File: src/rtl/present_pkg.sv
// Shared PRESENT definitions: S-box tables, legal key widths, round-key count
// and counter width, and the key-schedule FSM state type.
package present_pkg;

    localparam int KEY_W80        = 80;
    localparam int KEY_W128       = 128;
    localparam int NUM_ROUND_KEYS = 32;
    localparam int ROUND_CNT_W    = 6;

    typedef enum logic [1:0] {
        IDLE,
        RUN,
        DONE
    } schedState_t;

    function automatic logic [3:0] sBox(input logic [3:0] x);
        logic [3:0] y;
        case (x)
            4'h0: y = 4'hC;  4'h1: y = 4'h5;  4'h2: y = 4'h6;  4'h3: y = 4'hB;
            4'h4: y = 4'h9;  4'h5: y = 4'h0;  4'h6: y = 4'hA;  4'h7: y = 4'hD;
            4'h8: y = 4'h3;  4'h9: y = 4'hE;  4'hA: y = 4'hF;  4'hB: y = 4'h8;
            4'hC: y = 4'h4;  4'hD: y = 4'h7;  4'hE: y = 4'h1;  default: y = 4'h2;
        endcase
        return y;
    endfunction

    function automatic logic [3:0] sBoxInv(input logic [3:0] x);
        logic [3:0] y;
        case (x)
            4'h0: y = 4'h5;  4'h1: y = 4'hE;  4'h2: y = 4'hF;  4'h3: y = 4'h8;
            4'h4: y = 4'hC;  4'h5: y = 4'h1;  4'h6: y = 4'h2;  4'h7: y = 4'hD;
            4'h8: y = 4'hB;  4'h9: y = 4'h4;  4'hA: y = 4'h6;  4'hB: y = 4'h3;
            4'hC: y = 4'h0;  4'hD: y = 4'h7;  4'hE: y = 4'h9;  default: y = 4'hA;
        endcase
        return y;
    endfunction

endpackage

File: src/rtl/present_key_step.sv
// Combinational single-round PRESENT key-register update (80 or 128 bit).
// The inverse direction exists only when PRESENT_KEY_INVERSE_EN is defined.
module present_key_step
    import present_pkg::*;
#(
    parameter int KEY_WIDTH = 80
) (
    input  logic [KEY_WIDTH-1:0] key,
    input  logic [4:0]           roundCnt,
`ifdef PRESENT_KEY_INVERSE_EN
    input  logic                 inverse,
`endif
    output logic [KEY_WIDTH-1:0] nextKey
);

    generate
        if (KEY_WIDTH == KEY_W80) begin : gK80
            logic [79:0] fwd;
            always_comb begin
                fwd          = {key[18:0], key[79:19]};
                fwd[79:76]   = sBox(fwd[79:76]);
                fwd[19:15]   = fwd[19:15] ^ roundCnt;
            end
`ifdef PRESENT_KEY_INVERSE_EN
            // Undo in reverse order: counter XOR, S-box, then rotate right 61.
            logic [79:0] inv;
            always_comb begin
                inv          = key;
                inv[19:15]   = inv[19:15] ^ roundCnt;
                inv[79:76]   = sBoxInv(inv[79:76]);
            end
            assign nextKey = inverse ? {inv[60:0], inv[79:61]} : fwd;
`else
            assign nextKey = fwd;
`endif
        end else begin : gK128
            logic [127:0] fwd;
            always_comb begin
                fwd          = {key[66:0], key[127:67]};
                fwd[127:124] = sBox(fwd[127:124]);
                fwd[123:120] = sBox(fwd[123:120]);
                fwd[66:62]   = fwd[66:62] ^ roundCnt;
            end
`ifdef PRESENT_KEY_INVERSE_EN
            logic [127:0] inv;
            always_comb begin
                inv          = key;
                inv[66:62]   = inv[66:62] ^ roundCnt;
                inv[127:124] = sBoxInv(inv[127:124]);
                inv[123:120] = sBoxInv(inv[123:120]);
            end
            assign nextKey = inverse ? {inv[60:0], inv[127:61]} : fwd;
`else
            assign nextKey = fwd;
`endif
        end
    endgenerate

endmodule

File: src/rtl/present_key_schedule.sv
// Sequential PRESENT key schedule streaming 32 round keys over valid/ready.
// Define PRESENT_KEY_INVERSE_EN to add the backwards (decryption) schedule.
module present_key_schedule
    import present_pkg::*;
#(
    parameter int KEY_WIDTH = 80
) (
    input  logic                 Clk_ik,
    input  logic                 Reset_iran,
    input  logic [KEY_WIDTH-1:0] Key_ib,
    input  logic                 Load_i,
    input  logic                 Inverse_i,
    output logic [63:0]          RoundKey_ob,
    output logic [5:0]           RoundIdx_ob,
    output logic                 RoundKeyValid_o,
    input  logic                 RoundKeyReady_i,
    output logic                 Busy_o,
    output logic                 Done_o
);

    generate
        if (KEY_WIDTH != KEY_W80 && KEY_WIDTH != KEY_W128) begin : gBadWidth
            $error("present_key_schedule: KEY_WIDTH must be 80 or 128");
        end
    endgenerate

    localparam logic [ROUND_CNT_W-1:0] FIRST_IDX = ROUND_CNT_W'(1);
    localparam logic [ROUND_CNT_W-1:0] LAST_IDX  = ROUND_CNT_W'(NUM_ROUND_KEYS);

    schedState_t            state, stateNext;
    logic [KEY_WIDTH-1:0]   keyReg, stepKey;
    logic [ROUND_CNT_W-1:0] cnt;
    logic [4:0]             stepCnt;
    logic                   invMode, loadInv, accept, lastKey;

`ifdef PRESENT_KEY_INVERSE_EN
    assign loadInv = Inverse_i;
    always_ff @(posedge Clk_ik or negedge Reset_iran) begin
        if (!Reset_iran)                   invMode <= 1'b0;
        else if (state == IDLE && Load_i)  invMode <= Inverse_i;
    end
`else
    logic unusedInv;
    assign unusedInv = Inverse_i;
    assign loadInv   = 1'b0;
    assign invMode   = 1'b0;
`endif

    assign accept  = (state == RUN) && RoundKeyReady_i;
    assign lastKey = invMode ? (cnt == FIRST_IDX) : (cnt == LAST_IDX);
    // Inverse step for index c undoes the forward step taken at c-1.
    assign stepCnt = invMode ? 5'(cnt - FIRST_IDX) : cnt[4:0];

    present_key_step #(.KEY_WIDTH(KEY_WIDTH)) uStep (
        .key      (keyReg),
        .roundCnt (stepCnt),
`ifdef PRESENT_KEY_INVERSE_EN
        .inverse  (invMode),
`endif
        .nextKey  (stepKey)
    );

    always_comb begin
        stateNext = state;
        case (state)
            IDLE:    if (Load_i) stateNext = RUN;
            RUN:     if (accept && lastKey) stateNext = DONE;
            DONE:    stateNext = IDLE;
            default: stateNext = IDLE;
        endcase
    end

    always_ff @(posedge Clk_ik or negedge Reset_iran) begin
        if (!Reset_iran) state <= IDLE;
        else             state <= stateNext;
    end

    always_ff @(posedge Clk_ik or negedge Reset_iran) begin
        if (!Reset_iran) begin
            keyReg <= '0;
            cnt    <= '0;
        end else if (state == IDLE && Load_i) begin
            keyReg <= Key_ib;
            cnt    <= loadInv ? LAST_IDX : FIRST_IDX;
        end else if (accept && !lastKey) begin
            keyReg <= stepKey;
            cnt    <= invMode ? cnt - FIRST_IDX : cnt + FIRST_IDX;
        end
    end

    assign RoundKey_ob     = keyReg[KEY_WIDTH-1 -: 64];
    assign RoundIdx_ob     = cnt;
    assign RoundKeyValid_o = (state == RUN);
    assign Busy_o          = (state != IDLE);
    assign Done_o          = (state == DONE);

endmodule

File: config.mk
export PLATFORM = sky130hd
export DESIGN_NAME = present_key_schedule
export DESIGN_NICKNAME = d
export VERILOG_FILES = /design/src/rtl/present_pkg.sv /design/src/rtl/present_key_step.sv /design/src/rtl/present_key_schedule.sv
export SDC_FILE = /design/constraint.sdc
export NUM_CORES = 1
export LEC_CHECK = 0
export CAP_MARGIN = 20
export CELL_PAD_IN_SITES_DETAIL_PLACEMENT = 0
export CELL_PAD_IN_SITES_GLOBAL_PLACEMENT = 1
export CORE_UTILIZATION = 32
export DETAILED_ROUTE_END_ITERATION = 8
export PLACE_DENSITY_LB_ADDON = 0.1
export SYNTH_ARGS = -nofsm -noshare
export SYNTH_HDL_FRONTEND = slang
export SYNTH_SLANG_ARGS = --single-unit
File: constraint.sdc
create_clock -name Clk_ik -period 1.8 [get_ports Clk_ik]
set_clock_uncertainty 0.15 [all_clocks]
set_input_delay 0.36 -clock Clk_ik [delete_from_list [all_inputs] [get_ports Clk_ik]]
set_output_delay 0.36 -clock Clk_ik [all_outputs]
set_load 0.02 [all_outputs]
# Word-level counts from Yosys, hierarchy flattened
# Memories as Yosys holds them, arrays and structs flattened.
# Index checks and enable logic that the tools add are counted.
[totals]
in_bits = 85
regBits = 88
mem_bits_ro = 64
output_inout_bits = 73
elab_cells = 27
n_memories = 1
[memory_table]
columns = ["name", "depth", "width", "read_ports", "rd_ports_with_merged_regs", "wr", "line_no", "text"]
rows = [
  ["(name not given)", 16, 4, 1, 0, 0, "present_pkg.sv:18", "case (x)"],
]
[op_classes]
bitwise = 1
n_mux = 7
n_eq_ne = 5
addsub = 1
n_reduce_logical = 9
[ops]
columns = ["op", "count"]
rows = [
  ["$mux W80", 2],
  ["$mux W6", 2],
  ["$add A6 B1 Y6 const B", 1],
  ["$eq A6 B6 Y1 const B", 1],
  ["$xor A5 B5 Y5", 1],
  ["$logic_and A1 B1 Y1", 4],
  ["$mux W2", 2],
  ["$pmux W2 S2", 1],
  ["$reduce_bool A2 Y1", 2],
  ["$eq A2 B1 Y1 const B", 1],
  ["$eq A2 B2 Y1 const B", 1],
  ["$logic_not A2 Y1", 1],
  ["$ne A2 B1 Y1 const B", 1],
  ["$ne A2 B2 Y1 const B", 1],
  ["$reduce_and A2 Y1", 1],
  ["$logic_not A1 Y1", 1],
]

# Longest topological paths before layout
# Gate-level depths: netlist of run 1.
[logic_depth]
depth_word = 5
depth_mapped = 9
mapped_depth_nobuf = 6

# Hierarchy
# Synthesis of run 1 repeated with hierarchy kept, for this count alone.
[hier_totals]
cells_unflattened = 736
hier_area_um2 = 6627.6
[by_module_without_submodules]
columns = ["mod", "area_each_um2", "instances", "seq_area_each_um2", "cells_per_inst"]
rows = [
  ["present_key_schedule", 5865.6, 1, 2202.1, 642],
  ["present_key_step", 762.0, 1, 0.0, 94],
]

# Least setup slack after synthesis of run 1
# No wires, ideal clock.
[synth_path]
kind = "reg-to-reg"
start = "reg cnt[0], in the netlist RoundIdx_ob[0]"
end = "reg keyReg[10]"
synth_period_minus_slack_ps = 2007
setup_time_ps = 126
path_buffers = 2
stages_incl_launch_ff = 8
t_arrival_ps = 1731
slack_ps = -207
cell_sequence = "dfrtp_1 > inv_1 > ha_1 > nand2_1 > o41a_1 > buf_2 > buf_2 > a221o_1"
[synth_between]
elab_chain_len = 4
[synth_rtl]
columns = ["item", "line_no", "text"]
rows = [
  ["from (decl)", "present_key_schedule.sv:32", "logic [ROUND_CNT_W-1:0] cnt;"],
  ["from (signal assigned)", "present_key_schedule.sv:84", "cnt <= loadInv ? LAST_IDX : FIRST_IDX;"],
  ["from (signal assigned)", "present_key_schedule.sv:87", "cnt <= invMode ? cnt - FIRST_IDX : cnt + FIRST_IDX;"],
  ["$eq A6 B6 Y1", "present_key_schedule.sv:50", "assign lastKey = invMode ? (cnt == FIRST_IDX) : (cnt == LAST_IDX);"],
  ["$logic_not A1 Y1", "present_key_schedule.sv:85", "end else if (accept && !lastKey) begin"],
  ["$logic_and A1 B1 Y1", "present_key_schedule.sv:85", ""],
  ["$reduce_bool A2 Y1 (no source line)", "n/a", ""],
  ["to (signal assigned)", "present_key_schedule.sv:83", "keyReg <= Key_ib;"],
  ["to (signal assigned)", "present_key_schedule.sv:86", "keyReg <= stepKey;"],
  ["to (decl)", "present_key_schedule.sv:31", "logic [KEY_WIDTH-1:0] keyReg, stepKey;"],
]
# Every way passes these cells.
# A chain may end at the register's enable or synchronous reset.

# Final worst setup path of run 1
[layout_path]
start = "reg cnt[0], in the netlist RoundIdx_ob[0]"
end = "reg keyReg[41]"
# Same word-level chain as after synthesis.

==> metrics.cfg, run 1 <==
[sta]
fmax_ghz=0.503
rsz0062_at_grt=yes
holdWs_ns=0.331
setup_viol=81
hold_viol=0
min_period_ns=1.99
fin_ws_ns=-0.188
tns_ns=-11.04
fin_crit_sh_pct=110
max_slew_margin_pct=74.5
tightest_slew_ns=0.382
slew_violations=0

[floorplanning]
dieArea_mm2=0.0152
ios=158
die_w_um=123
initial_utilization_pct=33.4
coreArea_mm2=0.0141
die_y_um=123
num_rows=43

[cells_and_area]
fin_nets=642
final_cell_count_no_fill=734
drive_above_1_share_pct=19.9
num_antenna_cells=0
register_area_mm2=0.00221
multi_input_area_mm2=0.00194
stdcell_area_mm2=0.00689
fillers=1337
layout_common_cells=dfrtp_1, clkdlybuf4s50_1, and3_1, dlygate4sd2_1, a221o_1
areaGrowthSynthToFinish_pct=46.3
utilization_pct=48.8
final_common_cell=dfrtp_1

[pwr]
p_leak_nw=3.38
power_mw=9.52
vdd_drop_max_mv=0.487
powerDensity_mw_per_mm2=1380

[clock_network]
cts_root_buf=clkbuf_16
cts.sinks=88
cts.path.max_buffers=2
clk_pin_slew_worst_paths_ns=0.06
clock_latency_ns=0.34
cts-buffers-inserted=9
tritoncts=yes
htree_levels=3

[worst_setup_path]
worstSetupEndpointType=register
cp.arrival_ns=2.06
path_class=reg2reg
setup.worst_path.start_class=register
required_ns=1.87
cp_max_fo=8

[routing]
viasPerCell=5.34
wl_um=14200
wire_per_inst_um=19.4
drt_iter0_drc=209
postRouteAntennaNets=0
vias=3916
dr.pass1.iters=4
route.detailed.drc=0

[run_status]
violations=setup timing
status=finished with violations

[logic_synthesis]
synth_area_per_cell_um2=10.8
synth_cell_types=35
ys_async_sr_fraction_pct=100
syn-cell-area_mm2=0.00471
ys_warn_count=0
synth_top_area_cell=dfrtp_1
synthCells=437
synth_seq_area_share_pct=46.8
yosys_register_bits=88
synth_area_leaders=dfrtp_1, a221o_1, buf_4
synth_edf_count=0
synth_top_area_share_pct=46.8
synthFlopType=dfrtp_1
synth.net_count=529

[placed_design]
dp_cells=703
routabilityCongestion=0.757
portBuffers=156
dpl.hpwl_um=9550
placed_area_mm2=0.00621
pre_cts_slack_ns=-0.461

[global_route]
track_usage_pct=19.2
grt_pass1_vias=3906
antenna_found_initial=0
grt_pass1_wl_um=21800
grt_max_degree=54
overflow=0

[hold_path]
hold_class=in2async

[run]
drv_cap=0

==> per-layer routing <==
| layer | global-route usage [%] | part of all wire [%] |
|---|---|---|
| met4 | 6.25 | 1.2 |
| met3 | 5.40 | 7.0 |
| met5 | 0 | 0 |
| met2 | 29.5 | 47 |
| met1 | 26.0 | 45 |
==> what timing repair did <==
action,CTS,global route
endpoints found under the setup margin,152,86
endpoints found under the hold margin,22,0
pin swaps,10,12
setup buffers,6,5
hold buffers,1,0
cloned,3,1
resized for setup,124,23
==> synth_stat cells (2+ instances only) <==
cell type / count
a211oi_1: 3
a21oi_1: 2
a221o_1: 66
a311oi_1: 2
and3_1: 67
and3b_1: 2
buf_2: 13
buf_4: 65
buf_6: 6
buf_8: 2
clkbuf_1: 17
dfrtp_1: 88
ha_1: 7
inv_1: 6
mux4_2: 2
nand2_1: 21
nand3_1: 12
nand4_1: 4
nor2_1: 20
nor2b_1: 3
nor3_1: 8
xnor2_1: 2
xor2_1: 7
==> path summary, 6_finish.rpt <==
kind / startpoint / end / slack [ns] / depth (start not counted)
min in group Clk_ik: RoundKeyReady_i / state[0]$_DFFE_PN0P_ / 0.33 / 3
max reg2reg: RoundIdx_ob[0]$_DFFE_PN0P_ / keyReg[41]$_DFFE_PN0P_ / -0.19 / 7
max in group asynchronous: Reset_iran / RoundIdx_ob[1]$_DFFE_PN0P_ / 0.64 / 3
max: RoundIdx_ob[0]$_DFFE_PN0P_ / keyReg[41]$_DFFE_PN0P_ / -0.19 / 7
min: Reset_iran / RoundIdx_ob[3]$_DFFE_PN0P_ / 0.33 / 2
min reg2reg: keyReg[6]$_DFFE_PN0P_ / keyReg[67]$_DFFE_PN0P_ / 0.35 / 1
==> cell families after synthesis <==
kind of cell / synth area share (%)
flip-flops: 46.8
XOR/XNOR: 1.68
AND/OR/NAND/NOR: 16.0
adder cells (fa/ha/maj): 1.86
AO/OA/AOI/OAI: 16.6
buffers and inverters: 15.9
multiplexers: 1.17
==> worst max-delay path, stage by stage, from the launching register on <==
cell     delay (ns)
dfrtp_2        0.41
inv_2          0.07
ha_4           0.15
nand2_4        0.06
o41a_4         0.40
buf_12         0.17
buf_12         0.14
a221o_1        0.31
==> cell type report <==
class                   count  area share [%]
clock buffers              11            3.38
clock inverters             4            1.38
inverters                   6           0.327
multi-input cells         238            28.2
flip-flops and latches     88            32.0
well taps                 180            3.27
repair buffers            207            31.4
==> state kept, by name, indices dropped and copies added, names as in the netlist <==
signal / count
RoundIdx_ob: 6
keyReg: 80
state: 2
==> power by group <==
part	internal (mW)	total, mW	switching (mW)
clock network	1.35	2.12	0.775
logic	2.03	4.10	2.07
registers	2.68	3.29	0.615
total	6.05	9.52	3.46
No activity file was read; power rests on OpenSTA's default activity.
==> inputs of run 2 (changes only) <==
--- a/config.mk
+++ b/config.mk
@@ -5,12 +5,12 @@
 export SDC_FILE = /design/constraint.sdc
 export NUM_CORES = 1
 export LEC_CHECK = 0
-export CAP_MARGIN = 20
 export CELL_PAD_IN_SITES_DETAIL_PLACEMENT = 0
 export CELL_PAD_IN_SITES_GLOBAL_PLACEMENT = 1
 export CORE_UTILIZATION = 32
 export DETAILED_ROUTE_END_ITERATION = 8
 export PLACE_DENSITY_LB_ADDON = 0.1
+export SLEW_MARGIN = 20
 export SYNTH_ARGS = -nofsm -noshare
 export SYNTH_HDL_FRONTEND = slang
 export SYNTH_SLANG_ARGS = --single-unit
==> results of run 2 <==
Same layout as run 1: the final DEF is identical, and so are final timing and power.
